[config.mk]
export PLATFORM = sky130hd
export DESIGN_NAME = ezm_prog_sequencer
export DESIGN_NICKNAME = d
export VERILOG_FILES = /design/src/rtl/ezm_prog_sequencer.sv
export SDC_FILE = /design/constraint.sdc
export NUM_CORES = 1
export LEC_CHECK = 0
export CORE_UTILIZATION = 60
export CTS_BUF_LIST = sky130_fd_sc_hd__clkbuf_4
export CTS_CLUSTER_DIAMETER = 80
export DETAILED_ROUTE_END_ITERATION = 12
export GPL_TIMING_DRIVEN = 0
export PLACE_DENSITY = 0.84
export SETUP_SLACK_MARGIN = 0.5
export SKIP_CTS_REPAIR_TIMING = 1
export SLEW_MARGIN = 20
export SYNTH_ARGS = -nofsm -noshare
export SYNTH_HDL_FRONTEND = slang
export SYNTH_SLANG_ARGS = --single-unit
[constraint.sdc]
create_clock -name clk -period 7.22 [get_ports clk]
set_input_delay 1.444 -clock clk [delete_from_list [all_inputs] [get_ports clk]]
set_output_delay 1.444 -clock clk [all_outputs]
set_load 0.005 [all_outputs]
[src/rtl/ezm_prog_sequencer.sv]
// ezm_prog_sequencer: program store, reset/run control and halt capture for the 6-bit accumulator CPU core
// Ports:
//   clk, rst                     clock shared with the CPU, async active-high reset
//   cmd_valid/cmd_op/cmd_ready   command port: 01 start, 11 abort (abort accepted in any state)
//   ld_valid/ld_ready/ld_addr/ld_data  program-store write port
//   prog_len, bp_en, bp_addr     run configuration, sampled on start
//   cpu_rst, cpu_in, cpu_out     CPU reset, instruction feed, PC/accumulator readback
//   busy, done, halt_cause, final_pc, final_acc, instr_count  run status
module ezm_prog_sequencer #(
   parameter int MAX_INSTR  = 200,
   parameter int RST_CYCLES = 2
) (
   input  logic       clk,
   input  logic       rst,
   input  logic       cmd_valid,
   input  logic [1:0] cmd_op,
   output logic       cmd_ready,
   input  logic       ld_valid,
   output logic       ld_ready,
   input  logic [3:0] ld_addr,
   input  logic [5:0] ld_data,
   input  logic [4:0] prog_len,
   input  logic       bp_en,
   input  logic [3:0] bp_addr,
   output logic       cpu_rst,
   output logic [5:0] cpu_in,
   input  logic [7:0] cpu_out,
   output logic       busy,
   output logic       done,
   output logic [1:0] halt_cause,
   output logic [7:0] final_pc,
   output logic [7:0] final_acc,
   output logic [7:0] instr_count
);
   typedef enum logic [2:0] {IDLE, RESET, RUN, DRAIN, DONE} state_t;
   state_t      state, nxt;
   logic [5:0]  mem [16];
   logic [5:0]  ir;
   logic        phase;
   logic [4:0]  plen;
   logic        bp_on;
   logic [3:0]  bp;
   logic [15:0] rcnt;
   logic        start, abort, fetch, halt;
   logic [1:0]  cause;

   assign cmd_ready = state == IDLE || state == DONE;
   assign ld_ready  = cmd_ready;
   assign busy      = state == RESET || state == RUN || state == DRAIN;
   assign done      = state == DONE;
   assign start     = cmd_valid && cmd_ready && cmd_op == 2'b01;
   assign abort     = cmd_valid && cmd_op == 2'b11;
   assign fetch     = state == RUN && !phase;
   // in the fetch phase cpu_out is the PC; checks are in priority order
   assign cause     = cpu_out >= {3'b0, plen} ? 2'b01 :
                      (bp_on && cpu_out == {4'b0, bp}) ? 2'b10 :
                      32'(instr_count) == MAX_INSTR ? 2'b11 : 2'b00;
   assign halt      = fetch && cause != 2'b00;
   // a halting fetch feeds a NOP so the DRAIN execute leaves the accumulator intact
   assign cpu_in    = fetch ? (halt ? 6'b0 : mem[cpu_out[3:0]]) : state == RUN ? ir : 6'b0;

   always_comb begin
      nxt = state;
      case (state)
         IDLE, DONE: if (start) nxt = RESET;
         RESET:      if (32'(rcnt) == RST_CYCLES - 1) nxt = RUN;
         RUN:        if (halt) nxt = DRAIN;
         DRAIN:      nxt = DONE;
         default:    nxt = IDLE;
      endcase
      if (abort) nxt = IDLE;
   end

   always_ff @(posedge clk or posedge rst) begin
      if (rst) begin
         state       <= IDLE;
         cpu_rst     <= 1'b1;
         phase       <= 1'b0;
         ir          <= '0;
         plen        <= '0;
         bp_on       <= 1'b0;
         bp          <= '0;
         rcnt        <= '0;
         instr_count <= '0;
         halt_cause  <= '0;
         final_pc    <= '0;
         final_acc   <= '0;
         for (int i = 0; i < 16; i++) mem[i] <= '0;
      end else begin
         state   <= nxt;
         cpu_rst <= nxt == IDLE || nxt == RESET;
         // phase only toggles while staying within RUN/DRAIN, so entering RUN starts at fetch
         phase   <= ((state == RUN || state == DRAIN) && (nxt == RUN || nxt == DRAIN)) ? ~phase : 1'b0;
         rcnt    <= state == RESET ? rcnt + 16'd1 : '0;
         if (ld_valid && ld_ready) mem[ld_addr] <= ld_data;
         if (start) begin
            plen        <= prog_len;
            bp_on       <= bp_en;
            bp          <= bp_addr;
            instr_count <= '0;
            halt_cause  <= '0;
            final_pc    <= '0;
            final_acc   <= '0;
         end
         if (fetch && !halt && !abort) begin
            ir          <= mem[cpu_out[3:0]];
            instr_count <= instr_count + 8'(instr_count != 8'hff);
         end
         if (halt && !abort) begin
            final_pc   <= cpu_out;
            halt_cause <= cause;
         end
         if (state == DRAIN && !abort) final_acc <= cpu_out;
      end
   end
endmodule

# Yosys cells after proc, flatten, opt, wreduce, memory -nomap -nowiden
# Index checks and enable logic that the tools add are counted.
# Widths: inputs -> output; s select.
# totals
reg_bits	159
inputBits	34
elab_cells	104
# op_classes
addsub	2
n_lt_le_gt_ge	4
eq_ne	13
mux	25
bitwise	3
reduce_logical	29
# ops
op	n
$bwmux 96	1
$mux 6	6
$mux 8	4
$bmux 6 s4	1
$demux 6 s4	1
$add 16x1->16 const B	1
$eq 16x1->1 const B	1
$mux 16	1
$logic_and 1x1->1	13
$eq 3x2->1 const B	4
$mux 3	4
$pmux 3 s4	1
$ge 5x5->1 const B	2
$mux 2	5
$not 4->5	2
$add 8x1->8	1
$eq 8x4->1	1
$eq 8x8->1 const B	1
$ge 8x5->1	1
$ne 8x8->1 const B	1
$reduce_bool 2->1	4
$eq 3x1->1 const B	2
$logic_not 3->1	2
$logic_or 1x1->1	6
8 further kinds	10

# Depth between registers and ports, before layout
# Gate-level depths: netlist (run 1).
# depth
word_depth	13
mapped_depth	10
ltp_nobuf	9

# Worst setup path before layout (run 1)
# Ideal clock, no wire load.
# synth_timing
path_kind	input -> output
start	in cpu_out[0]
end	out cpu_in[0]
arrival_ns	3.293
t_required_ns	5.776
slack_ns	2.483
path_stages	10
n_path_buf	3
cell_sequence	buf_2 -> buf_2 -> inv_1 -> ha_1 -> nor3b_1 -> o21ai_0 -> a21oi_1 -> and2_1 -> clkbuf_1 -> a32o_1
# synth_via
elab_chain_len	8
elab_cells_between_ends	13
cone_classes	order compare: 1; eq/ne: 1; mux: 7; bitwise: 1; reduce/logical: 3
# synth_lines
item	line	text
from (decl)	27	input logic [7:0] cpu_out,
parallel branches: the longest is 6 deep, another holds $ge 8x5->1	n/a	
$mux 6 * (2 in a row)	60	assign cpu_in = fetch ? (halt ? 6'b0 : mem[cpu_out[3:0]]) : state == RUN ? ir : 6'b0;
to (decl)	26	output logic [5:0] cpu_in,
# Mark *: on every way between the ends. The select of a mux whose other input is x is not followed.

# Worst setup path after layout (run 1)
# layout_timing
start	in cpu_out[1]
end	out cpu_in[0]
# Same word-level chain as after synthesis.

==> results of run 1 <==
cell families (layout without fill, tap and decap cells):
kind of cell | after synthesis | in the layout | synth area share (%)
AO/OA/AOI/OAI | 60 | 60 | 5.64
XOR/XNOR | 20 | 20 | 2.31
adder cells (fa/ha/maj) | 9 | 9 | 1.48
buffers and inverters | 49 | 149 | 2.82
flip-flops | 159 | 159 | 52.4
multiplexers | 136 | 136 | 23.8
AND/OR/NAND/NOR | 172 | 172 | 11.6
metrics by stage:
step | total power [uW] | cells
finish | 2870 | 873
CTS | 2880 | 873
detailed placement | 2330 | 841
global route | 3030 | 873
global placement | 2250 | 840
floorplan | 2010 | 605
state kept, by name (all words and copies together) (netlist names), 2 cells and up:
signal       cells
ir               6
halt_cause       2
mem             96
instr_count      8
rcnt            16
state            3
plen             5
final_pc         8
final_acc        8
bp               4
worst max path at each step:
stage / to / slack (ns) / startpoint / depth (start not counted)
2_1_floorplan: bp[0]$_DFFE_PP0P_ / 1.49 / rst / 1
3_3_place_gp: final_pc[2]$_DFFE_PP0P_ / -0.26 / rst / 2
3_5_place_dp: cpu_in[0] / 1.25 / cpu_out[1] / 8
4_1_cts: cpu_in[0] / 1.23 / cpu_out[1] / 8
5_1_grt: cpu_in[4] / 1.11 / cpu_out[0] / 11
6_report: cpu_in[0] / 1.21 / cpu_out[1] / 8
layer usage:
metal | global-route usage (%) | vias to the layer above | routed length, um
met5 | 0 | - | 0
met4 | 11.6 | 0 | 405
met3 | 5.13 | 34 | 831
met2 | 47.4 | 148 | 8560
met1 | 35.0 | 2729 | 6890
li1 | - | 2346 | -
tightest hold or removal path, delay by kind of cell, from the launching register on:
family	cells	cell delay, ns
DFF	1	0.35
and+or+nand+nor	2	0.11
cells in the mapped netlist, types with 3 or more instances:
library cell	number
xnor2_1	6
nor2_2	4
mux2i_1	10
dfrtp_1	158
o211ai_1	4
nand2_1	63
a21oi_1	7
nor2b_1	5
inv_1	20
and4_1	3
nand2b_1	4
clkbuf_1	17
and3_1	7
a22oi_1	12
nor3b_1	3
ha_1	9
and2_1	4
nand3_1	24
xor2_1	14
mux2_4	4
nor2_1	33
buf_2	6
a32o_1	6
o21ai_0	18
mux2_2	98
nor4_1	3
mux4_2	24
o31ai_1	3
buf_1	3
power by group through the flow:
stage / Combinational, uW / Clock [uW] / Sequential (uW)
after CTS: 902 / 560 / 1410
after global routing: 979 / 593 / 1460
final: 898 / 552 / 1420
after detailed placement: 893 / 0 / 1430
after floorplan: 631 / 0 / 1380
after global placement: 845 / 0 / 1400
cell type report:
cell class / count / area (um2) / share of cell area, %
Timing Repair Buffer: 68 / 698 / 7.93
Clock buffer: 24 / 180 / 2.05
Clock inverter: 8 / 114 / 1.29
Tap cell: 168 / 210 / 2.39
Inverter: 20 / 82.6 / 0.938
Sequential cell: 159 / 3980 / 45.2
Buffer: 29 / 139 / 1.58
Multi-Input combinational cell: 397 / 3400 / 38.6
==> results.ini, run 1 <==
[worst_setup_path]
cp.arrival_ns=4.57
critPathCaptureType=primary output
cp_max_fo=10
worstSetupPathType=in2out
rr_worst_depth=5
crit_slowest_cell=buf_1
timing.rr.end=mem[69]$_DFFE_PP0P_
cp_cell_sequence=clkdlybuf4s50_1 > buf_2 > buf_1 > mux4_2 > a22oi_1 > nand2_1 > a32o_1 > clkdlybuf4s50_1
max_stage_delay_ns=0.68
cp_top_family=buffers and inverters
critPathMostFrequentCell=clkdlybuf4s50_1
worst-path-buf-inv=4
ff2ff_setup_slack_ns=4.58
cp-start-kind=input pin
r2r-start=state[1]$_DFF_PP0_
cp.required_ns=5.78

[drt]
drtIter0Drc=417
vias_per_cell=6.02
routedWlPerCell_um=19.1
wl_mm=16.7
vias=5257
drt_pass1_iterations=5
ant_nets=0
drc=0

[timing]
rsz0062_at_grt=no
holdWs_ns=0.480
tightest_slew_ns=1.03
hold_viol=0
relSlewSlack_pct=31.0
setup_viol_count_final=0
timing.final.crit_share_pct=83.3
max_freq_mhz=166
finalSetupTns_ns=0
fin_ws_ns=1.21
slew_viol_final=0
period_minus_slack_ns=6.01
clock_skew_ns=0.0162

[finish]
postLayoutCellArea_mm2=0.00880
nets=735
drive_gt1_share_pct=26.1
n_antenna_cell=0
layout_common_cells=158 x dfrtp_1, 98 x mux2_2, 67 x clkdlybuf4s50_1, 63 x nand2_1, 33 x nor2_1
utilization_pct=72.4
layout.cells.most_common=dfrtp_1
area_delta_synth_final_pct=15.9
fill_cells=852

[synth]
avgSynthCellArea_um2=12.5
synth_seq_cells=159
synth_edf_count=0
synthesis.area_mm2=0.00759
yosysWarnings=0
syn_inst=605
synth-seq-area-share_pct=52.4
synth_area_leaders=dfrtp_1 52%, mux2_2 15%, mux4_2 7.1%
synthDistinctLibCells=57
yosys.area.top_type=dfrtp_1
async_flop_share_pct=100
ys.flop_type=dfrtp_1
syn_nets=648
synth_top_cell_area_share_pct=52.1

[global_routing]
grt_pass1_wl_mm=27.5
grt_usage_pct=27.8
grt_pass1_vias=5487
overflow=0
grt_max_degree=101
antenna_found_initial=0

[power_and_ir_drop]
share_seq_of_total_power_pct=49.5
switchingPower_uw=844
ir_drop_mv=0.227
p_int_uw=2030
clockPowerShare_pct=19.2
p_sw_share_pct=29.4
combPwrFrac_pct=31.3
powerDensity_mw_per_mm2=326
leakage_uw=0.00388

[placed_design]
dp_hpwl_mm=12.0
gp_congestion=0.799
io_buffers=67
pre_cts_slack_ns=1.25
placed_cell_area_mm2=0.00851

[cts]
root_buffer=clkbuf_4
insertion_delay_ns=0.56
cts_sinks=159
cts_buffer_depth=2
cts_buffers=17
cts_max_level=4
clk_pin_slew_ns=0.11
cts_tree=built

[hold_path]
min_path_cells=2
min_to=bp_on$_DFFE_PP0P_
hold_class=reg2reg
hp-start=bp_on$_DFFE_PP0P_

[die]
rows=40
floorplan.die_area_mm2=0.0131
die_w_um=114
ios=71
core_mm2=0.0122
start_util_pct=62.4
die_h_um=114

[job]
cap_violations=0

[run_status]
outcome=finished, final reports clean

Power figures use the tool's default switching activity.
==> run 2: changes to the inputs <==
- clock period: 7.22 -> 6.3 ns (I/O delays scaled with it)
==> results of run 2 <==
Same layout as run 1 (identical final DEF). Status: finished, final reports clean.
Main changes from that run: setup slack after placement 1.25 ns -> 0.694 ns; setup slack after layout 1.21 ns -> 0.653 ns; register-to-register setup slack 4.58 ns -> 3.66 ns; total power 2870 uW -> 3290 uW; worst IR drop on VDD 0.227 mV -> 0.260 mV
==> run 3: changes to the inputs <==
- SETUP_SLACK_MARGIN: 0.5 -> 0.1
==> results of run 3 <==
Same layout as run 1 (identical final DEF). Status: finished, final reports clean.
Main changes from that run: setup slack after placement 1.25 ns -> 0.694 ns; setup slack after layout 1.21 ns -> 0.653 ns; register-to-register setup slack 4.58 ns -> 3.66 ns; total power 2870 uW -> 3290 uW; worst IR drop on VDD 0.227 mV -> 0.260 mV
